`src/rtl/alu381_pkg.sv`:
```
// ============================================================================
// Module      : alu381_pkg
// Description : Op codes, FSM state encoding and carry-in lookup shared by the
//               74381-style nibble-serial ALU.
// Revision    : 1.0 - initial release
// ============================================================================
`default_nettype none

package alu381_pkg;

    localparam int C_SLICE_W = 4;

    localparam logic [2:0] OP_CLR = 3'b000;
    localparam logic [2:0] OP_BMA = 3'b001;
    localparam logic [2:0] OP_AMB = 3'b010;
    localparam logic [2:0] OP_ADD = 3'b011;
    localparam logic [2:0] OP_XOR = 3'b100;
    localparam logic [2:0] OP_OR  = 3'b101;
    localparam logic [2:0] OP_AND = 3'b110;
    localparam logic [2:0] OP_SET = 3'b111;

    typedef enum logic [1:0] {
        ST_IDLE = 2'd0,
        ST_RUN  = 2'd1,
        ST_DONE = 2'd2
    } state_t;

    // Subtracts are A + ~B + 1, so they enter the LSB nibble with carry set.
    function automatic logic cin0_of(input logic [2:0] op);
        return (op == OP_BMA) || (op == OP_AMB);
    endfunction

endpackage

`default_nettype wire

```
`src/rtl/alu381_slice.sv`:
```
// ============================================================================
// Module      : alu381_slice
// Description : Combinational 4-bit 74381-style slice producing F, group
//               generate/propagate and ripple carry out.
// Revision    : 1.0 - initial release
// ============================================================================
`default_nettype none

module alu381_slice
    import alu381_pkg::*;
(
    input  logic [C_SLICE_W-1:0] a,
    input  logic [C_SLICE_W-1:0] b,
    input  logic [2:0]           s,
    input  logic                 cin,
    output logic [C_SLICE_W-1:0] f,
    output logic                 g,
    output logic                 p,
    output logic                 cout
);

    logic [C_SLICE_W-1:0] w_x;
    logic [C_SLICE_W-1:0] w_y;
    logic [C_SLICE_W:0]   w_xy;
    logic [C_SLICE_W:0]   w_sum;
    logic                 w_arith;

    always_comb begin
        w_x     = a;
        w_y     = b;
        w_arith = 1'b0;
        case (s)
            OP_BMA:  begin w_x = ~a; w_arith = 1'b1; end
            OP_AMB:  begin w_y = ~b; w_arith = 1'b1; end
            OP_ADD:  w_arith = 1'b1;
            default: w_arith = 1'b0;
        endcase
    end

    assign w_xy  = {1'b0, w_x} + {1'b0, w_y};
    assign w_sum = w_xy + {{C_SLICE_W{1'b0}}, cin};

    // Logic ops never generate or propagate, so their carry chain stays 0.
    assign g    = w_arith & w_xy[C_SLICE_W];
    assign p    = w_arith & (&(w_x ^ w_y));
    assign cout = g | (p & cin);

    always_comb begin
        f = '0;
        case (s)
            OP_BMA, OP_AMB, OP_ADD: f = w_sum[C_SLICE_W-1:0];
            OP_XOR:  f = a ^ b;
            OP_OR:   f = a | b;
            OP_AND:  f = a & b;
            OP_SET:  f = '1;
            default: f = '0;
        endcase
    end

endmodule

`default_nettype wire

```
`src/rtl/alu381_serial_seq.sv`:
```
// ============================================================================
// Module      : alu381_serial_seq
// Description : Runs one 74381 slice over WIDTH-bit operands, one nibble per
//               clock, LSB first. Optional macro ALU381_EARLY_DONE_EN lets the
//               constant ops (clear/set) skip the serial pass.
// Revision    : 1.0 - initial release
// ============================================================================
`default_nettype none

module alu381_serial_seq
    import alu381_pkg::*;
#(
    parameter int WIDTH = 32,
    parameter int SLICE = 4
) (
    input  logic             clk,
    input  logic             rst,
    input  logic             req_valid,
    output logic             req_ready,
    input  logic [WIDTH-1:0] req_a,
    input  logic [WIDTH-1:0] req_b,
    input  logic [2:0]       req_s,
    output logic             rsp_valid,
    input  logic             rsp_ready,
    output logic [WIDTH-1:0] rsp_f,
    output logic             rsp_cout,
    output logic             rsp_ovf,
    output logic             rsp_zero
);

    localparam int NSLICE = WIDTH / SLICE;
    localparam int IDX_W  = (NSLICE > 1) ? $clog2(NSLICE) : 1;
    localparam logic [IDX_W-1:0] C_LAST_IDX = IDX_W'(NSLICE - 1);

    state_t           r_state;
    state_t           w_state_next;
    logic [WIDTH-1:0] r_a;
    logic [WIDTH-1:0] r_b;
    logic [2:0]       r_s;
    logic [IDX_W-1:0] r_idx;
    logic             r_carry;
    logic [WIDTH-1:0] r_f;
    logic             r_cout;
    logic             r_ovf;
    logic             r_zero;

    logic [SLICE-1:0] w_nib_a;
    logic [SLICE-1:0] w_nib_b;
    logic [SLICE-1:0] w_nib_f;
    logic             w_g;
    logic             w_p;
    logic             w_cout;
    logic [WIDTH-1:0] w_f_next;
    logic             w_accept;
    logic             w_last;
    logic             w_early;
    logic             w_ovf;

`ifdef ALU381_EARLY_DONE_EN
    assign w_early = (req_s == OP_CLR) || (req_s == OP_SET);
`else
    assign w_early = 1'b0;
`endif

    assign w_accept = (r_state == ST_IDLE) && req_valid;
    assign w_last   = (r_idx == C_LAST_IDX);
    assign w_nib_a  = r_a[r_idx*SLICE +: SLICE];
    assign w_nib_b  = r_b[r_idx*SLICE +: SLICE];

    alu381_slice u_slice (
        .a    (w_nib_a),
        .b    (w_nib_b),
        .s    (r_s),
        .cin  (r_carry),
        .f    (w_nib_f),
        .g    (w_g),
        .p    (w_p),
        .cout (w_cout)
    );

    always_comb begin
        w_f_next = r_f;
        w_f_next[r_idx*SLICE +: SLICE] = w_nib_f;
    end

    always_comb begin
        w_ovf = 1'b0;
        case (r_s)
            OP_ADD: w_ovf = (r_a[WIDTH-1] == r_b[WIDTH-1]) && (w_f_next[WIDTH-1] != r_a[WIDTH-1]);
            OP_AMB: w_ovf = (r_a[WIDTH-1] != r_b[WIDTH-1]) && (w_f_next[WIDTH-1] != r_a[WIDTH-1]);
            OP_BMA: w_ovf = (r_a[WIDTH-1] != r_b[WIDTH-1]) && (w_f_next[WIDTH-1] != r_b[WIDTH-1]);
            default: w_ovf = 1'b0;
        endcase
    end

    always_ff @(posedge clk) begin
        if (rst) r_state <= ST_IDLE;
        else     r_state <= w_state_next;
    end

    always_comb begin
        w_state_next = r_state;
        req_ready    = 1'b0;
        rsp_valid    = 1'b0;
        case (r_state)
            ST_IDLE: begin
                req_ready = 1'b1;
                if (req_valid) w_state_next = w_early ? ST_DONE : ST_RUN;
            end
            ST_RUN: begin
                if (w_last) w_state_next = ST_DONE;
            end
            ST_DONE: begin
                rsp_valid = 1'b1;
                if (rsp_ready) w_state_next = ST_IDLE;
            end
            default: w_state_next = ST_IDLE;
        endcase
    end

    always_ff @(posedge clk) begin
        if (rst) begin
            r_a     <= '0;
            r_b     <= '0;
            r_s     <= OP_CLR;
            r_idx   <= '0;
            r_carry <= 1'b0;
            r_f     <= '0;
            r_cout  <= 1'b0;
            r_ovf   <= 1'b0;
            r_zero  <= 1'b0;
        end else if (w_accept) begin
            r_a     <= req_a;
            r_b     <= req_b;
            r_s     <= req_s;
            r_idx   <= '0;
            r_carry <= cin0_of(req_s);
            r_f     <= (w_early && (req_s == OP_SET)) ? '1 : '0;
            r_cout  <= 1'b0;
            r_ovf   <= 1'b0;
            r_zero  <= w_early && (req_s == OP_CLR);
        end else if (r_state == ST_RUN) begin
            r_f     <= w_f_next;
            r_carry <= w_cout;
            r_idx   <= r_idx + 1'b1;
            if (w_last) begin
                // Final carry taken in lookahead form; equals the slice ripple cout.
                r_cout <= w_g | (w_p & r_carry);
                r_ovf  <= w_ovf;
                r_zero <= (w_f_next == '0);
            end
        end
    end

    assign rsp_f    = r_f;
    assign rsp_cout = r_cout;
    assign rsp_ovf  = r_ovf;
    assign rsp_zero = r_zero;

endmodule

`default_nettype wire

```
`config.mk`:
```
export PLATFORM = sky130hd
export DESIGN_NAME = alu381_serial_seq
export DESIGN_NICKNAME = d
export VERILOG_FILES = /design/src/rtl/alu381_pkg.sv /design/src/rtl/alu381_slice.sv /design/src/rtl/alu381_serial_seq.sv
export SDC_FILE = /design/constraint.sdc
export NUM_CORES = 1
export LEC_CHECK = 0
export CORE_MARGIN = 3
export CORE_UTILIZATION = 56
export CTS_CLUSTER_SIZE = 12
export DETAILED_ROUTE_END_ITERATION = 12
export PLACE_DENSITY = 0.81
export RECOVER_POWER = 50
export SYNTH_ARGS = -nofsm -noshare
export SYNTH_HDL_FRONTEND = slang
export SYNTH_SLANG_ARGS = --single-unit
```
`constraint.sdc`:
```
create_clock -name clk -period 9.1 [get_ports clk]
set_input_delay 1.82 -clock clk [delete_from_list [all_inputs] [get_ports clk]]
set_output_delay 1.82 -clock clk [all_outputs]
set_load 0.01 [all_outputs]
```
==> results.yml, run 1 <==
status:
  outcome: "complete, but fails checks"
  failed_checks: "capacitance limit, slew limit"
clock_tree:
  clockRootBuffer: "clkbuf_8"
  cts_hold_buf: 0
  htreeDepth: 3
  clock_path_buffers: 2
  path_clk_slew_ps: 110
  cts_sinks: 108
  cts_tree: "done"
  cts_buffers: 9
  clock_latency_ps: 390
  cts_resized: 0
  cts_setup_buffers: 0
setup_path:
  startpoint: "rst"
  critPathMaxFanout: 72
  worstPathArrival_ps: 5190
  cp.required_ps: 9390
  worst_setup_path_end_kind: "register"
  start_kind: "input pin"
  timing.rr.start: "r_idx[0]"
  worstSetupPathType: "in2reg"
worst_hold_path:
  hp-class: "reg2reg"
  min-delay-start: "rsp_ovf"
finish:
  nNetsFinal: 855
  layout_common_cells: "nand2_1, dfxtp_1, a21oi_1"
  drive_gt1_share_pct: 6.26
  n_antenna_cell: 0
  final_common_cell: "nand2_1"
  syn_to_final_growth_pct: 23.5
  n_fill_cell: 774
global_route:
  grt_pass1_vias: 5094
  grt.busiest_layer: "met2"
  use_met3_pct: 5.63
  grt_max_degree: 73
  antenna_found_initial: 0
  grt-ovfl-total: 0
  use_met2_pct: 44.9
  grt_pass1_wl_mm: 25.2
  grt_util_met1_pct: 38.2
  grt_usage_pct: 27.9
floorplanning:
  dieHeight_um: 105
  coreArea_um2: 9420
  start_util_pct: 58.7
  rows: 35
  die_w_um: 105
  ios: 108
  die_area_um2: 11100
sta:
  drv_slew: 73
  setup_ws_ps: 4200
  fin_setup_tns_ps: 0
  clock.fmax_mhz: 204
  setup_viol: 0
  finClkSkew_ps: 12.7
  min_period_ps: 4900
  slew_headroom_pct: -103
  worst_pin_slew_ps: 3050
  fin_crit_sh_pct: 53.8
  rsz0062_at_grt: "no"
  hold_viol: 0
job:
  maxCapViolCount: 1
route:
  drc: 0
  wl_mm: 15.0
  drt_iter0_drc: 303
  wl_per_cell_um: 16.8
  ant_nets: 0
  via_count: 5170
  firstDrtPassIters: 5
  avgViaCountPerCell: 5.77
synthesis:
  synth_area_leader_cell: "dfxtp_1"
  mappedNetlistNets: 775
  synth-seq-cells: 108
  syn_inst: 682
  synth_ff_type: "dfxtp_1"
  avgSynthCellArea_um2: 8.11
  syn_area_um2: 5530
  synth_top_area_share_pct: 39.1
  synth_edf_count: 0
  synthDistinctLibCells: 60
  ys_warn_count: 0
  synth_seq_area_share_pct: 39.1
  synth_area_leaders: "dfxtp_1, nand2_1, a21oi_1"
  async_reset_ff_share_pct: 0
power_and_ir_drop:
  switching_share_pct: 31.1
  seq_power_share_pct: 50.8
  p_sw_uw: 312
  power_density_nw_per_um2: 147
  total_power_uw: 1000
  clockPowerShare_pct: 29.8
  leakagePower_uw: 0.00265
  peakVddDrop_mv: 0.0843
  comb_power_share_pct: 19.5
  intPower_uw: 691
placed_design:
  pre_cts_ws_ps: 4470
  port_buffers: 107
  dp.final_hpwl_mm: 11.3
  gp_congestion: 0.938
## through the flow
stage | cells | util, % | cell area (um2) | hold WS (ps)
floorplan | 682 | - | 5530 | 433
global placement | 880 | 70.4 | 6630 | 441
detailed placement | 880 | 70.4 | 6630 | 445
CTS | 896 | 72.6 | 6830 | 459
global route | 896 | 72.5 | 6830 | 484
finish | 896 | 72.5 | 6830 | 453
## registers in the layout (all words and copies together), names as in the netlist, 2 cells and up
register,flops
r_idx,3
r_b,32
r_a,32
r_state,2
r_s,3
rsp_f,32
## final timing paths
check | end | slack [ps] | cells after the start
min reg2reg | rsp_ovf | 450 | 2
max | rsp_zero | 4200 | 8
max reg2reg | rsp_zero | 4520 | 14
min | rsp_ovf | 450 | 2
## area by class of cell
type	count	area, um2	area share (%)
Tap cell	129	161	2.36
Timing Repair Buffer	112	1100	16.1
Clock buffer	9	124	1.81
Sequential cell	108	2160	31.7
Clock inverter	7	80.1	1.17
Inverter	19	71.3	1.04
Multi-Input combinational cell	512	3130	45.9
## synthesized netlist by cell type (3+ instances only)
| cell type | count |
|---|---|
| buf_1 | 6 |
| a32oi_1 | 3 |
| nand2_1 | 163 |
| nor4_1 | 3 |
| nor2_1 | 48 |
| o22ai_1 | 5 |
| dfxtp_1 | 108 |
| a21oi_1 | 105 |
| nor2b_1 | 8 |
| nor3b_1 | 5 |
| buf_2 | 3 |
| o221ai_1 | 4 |
| a211oi_1 | 4 |
| a21o_1 | 3 |
| mux2i_1 | 13 |
| nand2b_1 | 9 |
| a22oi_1 | 5 |
| mux4_2 | 16 |
| nand3b_1 | 7 |
| clkbuf_1 | 33 |
| inv_1 | 18 |
| or3_1 | 5 |
| ha_1 | 21 |
| nor3_1 | 18 |
| nand3_1 | 8 |
| xnor2_1 | 10 |
| o21ai_0 | 7 |
## cells by family (layout without fill, tap and decap cells)
| kind of cell | count (synthesis) | count (layout) | share of synthesized area, % |
|---|---|---|---|
| DFF | 108 | 108 | 39.1 |
| buffers and inverters | 62 | 147 | 4.41 |
| xor gates and xnor gates | 12 | 12 | 1.90 |
| AOI/OAI and AO/OA | 163 | 163 | 17.6 |
| adders and majority gates | 22 | 22 | 5.11 |
| and+or+nand+nor | 286 | 286 | 23.0 |
| muxes | 29 | 29 | 8.87 |
## worst max-delay path, cell delays in order
cell and delay [ps]:
buf_2 70, clkbuf_1 2150, nor2_1 380, o2111ai_1 250, nor4_1 90, nand3_1 130
a2111oi_2 60, a32o_1 220
## power by group through the flow
stage / clock network (uW) / registers [uW] / logic [uW]
floorplan: 0 / 511 / 132
global placement: 0 / 519 / 188
detailed placement: 0 / 520 / 193
CTS: 303 / 509 / 195
global route: 322 / 512 / 216
finish: 299 / 509 / 195
## layer usage
metal | up-vias | wire [um] | share of wire, %
li1 | 2543 | - | -
met3 | 21 | 847 | 5.6
met5 | - | 0 | 0
met2 | 168 | 6980 | 47
met4 | 0 | 263 | 1.8
met1 | 2438 | 6920 | 46
Note: power is estimated with default switching activity, not from simulation.
==> run 2, diff against run 1 <==
--- a/config.mk
+++ b/config.mk
@@ -6,10 +6,10 @@
 export NUM_CORES = 1
 export LEC_CHECK = 0
 export CORE_MARGIN = 3
-export CORE_UTILIZATION = 56
+export CORE_UTILIZATION = 47
 export CTS_CLUSTER_SIZE = 12
 export DETAILED_ROUTE_END_ITERATION = 12
-export PLACE_DENSITY = 0.81
+export PLACE_DENSITY = 0.72
 export RECOVER_POWER = 50
 export SYNTH_ARGS = -nofsm -noshare
 export SYNTH_HDL_FRONTEND = slang
==> constraint.sdc (replaced) <==
create_clock -name clk -period 3.9 [get_ports clk]
set_input_delay 0.78 -clock clk [delete_from_list [all_inputs] [get_ports clk]]
set_output_delay 0.78 -clock clk [all_outputs]
set_load 0.01 [all_outputs]
==> results.yml, run 2 (same netlist as run 1, synthesis figures left out) <==
route:
  drt_iter0_drc: 354
  wl_mm: 15.5
  via_count: 5294
  ant_nets: 0
  wl_per_cell_um: 16.5
  drc: 0
  firstDrtPassIters: 5
  avgViaCountPerCell: 5.66
placed_design:
  port_buffers: 107
  gp_congestion: 0.892
  placement.cell_area_um2: 6850
  pre_cts_ws_ps: -8.72
  dp.final_hpwl_mm: 11.7
finish:
  nNetsFinal: 884
  drive_gt1_share_pct: 10.8
  syn_to_final_growth_pct: 30.8
  final_common_cell: "nand2_1"
  fin_area_um2: 7230
  n_antenna_cell: 0
  layout_common_cells: "nand2_1, dfxtp_1, a21oi_1"
sta:
  worst_pin_slew_ps: 2020
  rsz0062_at_grt: "no"
  drv_slew: 38
  fin_crit_sh_pct: 95.4
  slew_headroom_pct: -34.9
  setup_ws_ps: 181
  fin_setup_tns_ps: 0
  hold_viol: 0
  finClkSkew_ps: 9.20
  min_period_ps: 3720
  clock.fmax_mhz: 269
  setup_viol: 0
clock_tree:
  clockRootBuffer: "clkbuf_16"
  htreeDepth: 3
  clock_latency_ps: 370
  clock_path_buffers: 2
  cts_buffers: 9
  cts_sinks: 108
  cts_hold_buf: 0
  cts_tree: "done"
  path_clk_slew_ps: 70
setup_path:
  start_kind: "register"
  ff2ff_path_depth: 13
  cpPeakStageDelay_ps: 500
  worst_setup_path_end_kind: "register"
  cp_num_cells: 13
  crit_buf_inv: 1
  cp_cell_sequence: "buf_12 -> mux4_2 -> mux2i_2 -> xnor2_1 -> ha_1 -> fa_1 -> and2_1 -> a32o_1 -> o221ai_2 -> a31oi_4 -> and2_1 -> o31ai_1 -> a21oi_1"
  worstSetupPathType: "reg2reg"
  cpMaxStageDelayCell: "mux4_2"
  cp.required_ps: 4050
  worstPathArrival_ps: 3870
  crit_top_cell: "and2_1"
  path_delay_family: "compound AO/OA/AOI/OAI gates"
  critPathMaxFanout: 6
status:
  outcome: "complete, but fails checks"
  failed_checks: "capacitance limit, slew limit"
floorplanning:
  die_area_um2: 13100
  ios: 108
  rows: 38
  dieHeight_um: 114
  start_util_pct: 49.5
  die_w_um: 114
  coreArea_um2: 11200
global_route:
  antenna_found_initial: 0
  grt_max_degree: 71
  grt_usage_pct: 24.1
  grt-ovfl-total: 0
  grt_pass1_wl_mm: 24.9
  grt_pass1_vias: 5111
job:
  maxCapViolCount: 1
power_and_ir_drop:
  leakagePower_uw: 0.00286
  power_density_nw_per_um2: 360
  peakVddDrop_mv: 0.483
worst_hold_path:
  hp-class: "reg2reg"
  holdPathStages: 2
run 2: routing by layer:
layer  vias to the layer above  routed length [um]  global-route usage [%]
met2                       152                7450                    39.0
met4                         0                 213                    6.57
li1                       2601                   -                       -
met3                        19                 924                    6.40
met5                         -                   0                       0
met1                      2522                6870                    31.8
run 2: what timing repair did:
action | CTS | global route
resized for setup | 1 | 8
pin swaps | 0 | 3
setup endpoints to repair | 2 | 3
setup buffers | 0 | 6
run 2: worst paths after layout:
path / slack (ps) / end / from
setup / recovery: 180 / rsp_ovf / r_idx[0]
hold / removal: 460 / r_a[13] / r_a[13]
hold reg to reg: 460 / r_a[13] / r_a[13]
setup reg to reg: 180 / rsp_ovf / r_idx[0]
run 2: layout make-up:
type                            count  area (um2)
Inverter                           19        71.3
Clock inverter                      5        45.0
Tap cell                          140         175
Sequential cell                   108        2170
Fill cell                         981        3940
Timing Repair Buffer              141        1340
Multi-Input combinational cell    512        3190
Clock buffer                       10         239
run 2: power by group:
part / total [uW] / internal, uW / switching, uW / leakage (uW)
clock network: 890 / 457 / 433 / 0.000137
registers: 1180 / 1150 / 30.9 / 0.000882
logic: 533 / 251 / 282 / 0.00184
run 2: worst min-delay path, cell delays in order, from the launching register on:
cell,delay (ps)
dfxtp_1,310
nand2_1,50
a21oi_1,50
run 2: through the flow:
| step | hold slack (ps) | power (uW) | utilization [%] | std cells |
|---|---|---|---|---|
| after floorplan | 433 | 1510 | - | 682 |
| after global placement | 441 | 1690 | 61.3 | 914 |
| after detailed placement | 448 | 1700 | 61.3 | 914 |
| after CTS | 458 | 2580 | 63.9 | 929 |
| after global routing | 476 | 2720 | 64.7 | 935 |
| final | 456 | 2600 | 64.7 | 935 |
==> run 3, diff against run 2 <==
--- a/config.mk
+++ b/config.mk
@@ -6,10 +6,11 @@
 export NUM_CORES = 1
 export LEC_CHECK = 0
 export CORE_MARGIN = 3
-export CORE_UTILIZATION = 47
+export CORE_UTILIZATION = 45
+export CTS_CLUSTER_DIAMETER = 80
 export CTS_CLUSTER_SIZE = 12
 export DETAILED_ROUTE_END_ITERATION = 12
-export PLACE_DENSITY = 0.72
+export PLACE_DENSITY = 0.67
 export RECOVER_POWER = 50
 export SYNTH_ARGS = -nofsm -noshare
 export SYNTH_HDL_FRONTEND = slang
==> constraint.sdc (replaced) <==
create_clock -name clk -period 4.73 [get_ports clk]
set_input_delay 0.946 -clock clk [delete_from_list [all_inputs] [get_ports clk]]
set_output_delay 0.946 -clock clk [all_outputs]
set_load 0.01 [all_outputs]
==> results.yml, run 3 (same netlist as run 1, synthesis figures left out) <==
status:
  outcome: "completed"
route:
  via_count: 5167
  wl_per_cell_um: 17.0
  drt_iter0_drc: 358
  drc: 0
  avgViaCountPerCell: 5.63
  wl_mm: 15.6
  ant_nets: 0
  firstDrtPassIters: 5
setup_path:
  worstPathArrival_ps: 4500
  ff2ff_path_depth: 12
  start_kind: "register"
  cp.required_ps: 4940
  critPathMaxFanout: 18
  worst_setup_path_end_kind: "register"
  worstSetupPathType: "reg2reg"
finish:
  layout_common_cells: "nand2_1, dfxtp_1, a21oi_1"
  n_fill_cell: 1078
  syn_to_final_growth_pct: 27.2
  nNetsFinal: 863
  final_common_cell: "nand2_1"
  final_util_pct: 60.1
  drive_gt1_share_pct: 6.84
  n_antenna_cell: 0
  fin_area_um2: 7030
global_route:
  use_met3_pct: 5.40
  grt_pass1_vias: 4950
  grt_max_degree: 72
  grt_pass1_wl_mm: 25.3
  antenna_found_initial: 0
  grt_util_met1_pct: 33.2
  use_met2_pct: 38.1
  grt_usage_pct: 23.9
  grt.busiest_layer: "met2"
  grt-ovfl-total: 0
floorplanning:
  ios: 108
  start_util_pct: 47.2
  coreArea_um2: 11700
  die_area_um2: 13700
  die_w_um: 117
  dieHeight_um: 117
  rows: 39
clock_tree:
  htreeDepth: 3
  cts_sinks: 108
  cts_hold_buf: 0
  cts_tree: "done"
  clock_latency_ps: 360
  cts_buffers: 9
  clockRootBuffer: "clkbuf_16"
  cts_resized: 0
  path_clk_slew_ps: 70
  clock_path_buffers: 2
  cts_setup_buffers: 0
sta:
  hold_viol: 0
  worst_pin_slew_ps: 1290
  holdWs_ps: 456
  fin_setup_tns_ps: 0
  drv_slew: 0
  rsz0062_at_grt: "no"
  slew_headroom_pct: 13.5
  clock.fmax_mhz: 233
  finClkSkew_ps: 8.84
  fin_crit_sh_pct: 90.7
  min_period_ps: 4290
  setup_viol: 0
power_and_ir_drop:
  peakVddDrop_mv: 0.226
  power_density_nw_per_um2: 311
  total_power_uw: 2190
  leakagePower_uw: 0.00278
job:
  maxCapViolCount: 0
placed_design:
  dp.final_hpwl_mm: 11.8
  gp_congestion: 0.854
  port_buffers: 107
  placement.cell_area_um2: 6720
worst_hold_path:
  holdPathStages: 2
  hp-class: "reg2reg"
-- run 3: path summary, 6_finish.rpt --
path | from | to | slack (ps)
max | r_idx[1] | rsp_ovf | 440
min | r_b[11] | r_b[11] | 460
max reg2reg | r_idx[1] | rsp_ovf | 440
min reg2reg | r_b[11] | r_b[11] | 460
-- run 3: cell type report --
class                      count  area [um2]  share of cell area (%)
clock buffer                  10         229                    3.26
multi-input combinational    512        3130                    44.5
sequential                   108        2160                    30.7
timing repair buffer         120        1170                    16.6
inverter                      19        71.3                    1.01
tap                          143         179                    2.54
clock inverter                 6        93.8                    1.33
-- run 3: worst max-delay path, cell delays in order (launching register included) --
cell and delay (ps):
dfxtp_1 900, mux4_2 420, mux2i_1 300, xnor2_1 110
ha_1 240, fa_1 410, xor2_1 360, mux2i_1 280
o221ai_1 190, a31oi_1 440, nor4bb_1 110, o31ai_1 270
a21oi_1 100
-- run 3: routing by layer --
metal / share of wire [%] / vias up
met3: 5.4 / 10
met2: 47 / 145
met5: 0 / -
li1: - / 2564
met4: 0.95 / 0
met1: 47 / 2448
-- run 3: through the flow --
stage          setup WS [ps]  cells
2_1_floorplan            463    682
3_3_place_gp             660    902
3_5_place_dp             484    902
4_1_cts                  460    918
5_1_grt                 85.6    918
6_report                 440    918
-- run 3: where the power goes --
group | internal, uW | leakage [uW] | switching [uW]
logic | 178 | 0.00174 | 210
registers | 947 | 0.000882 | 28.9
clock network | 470 | 0.000159 | 351
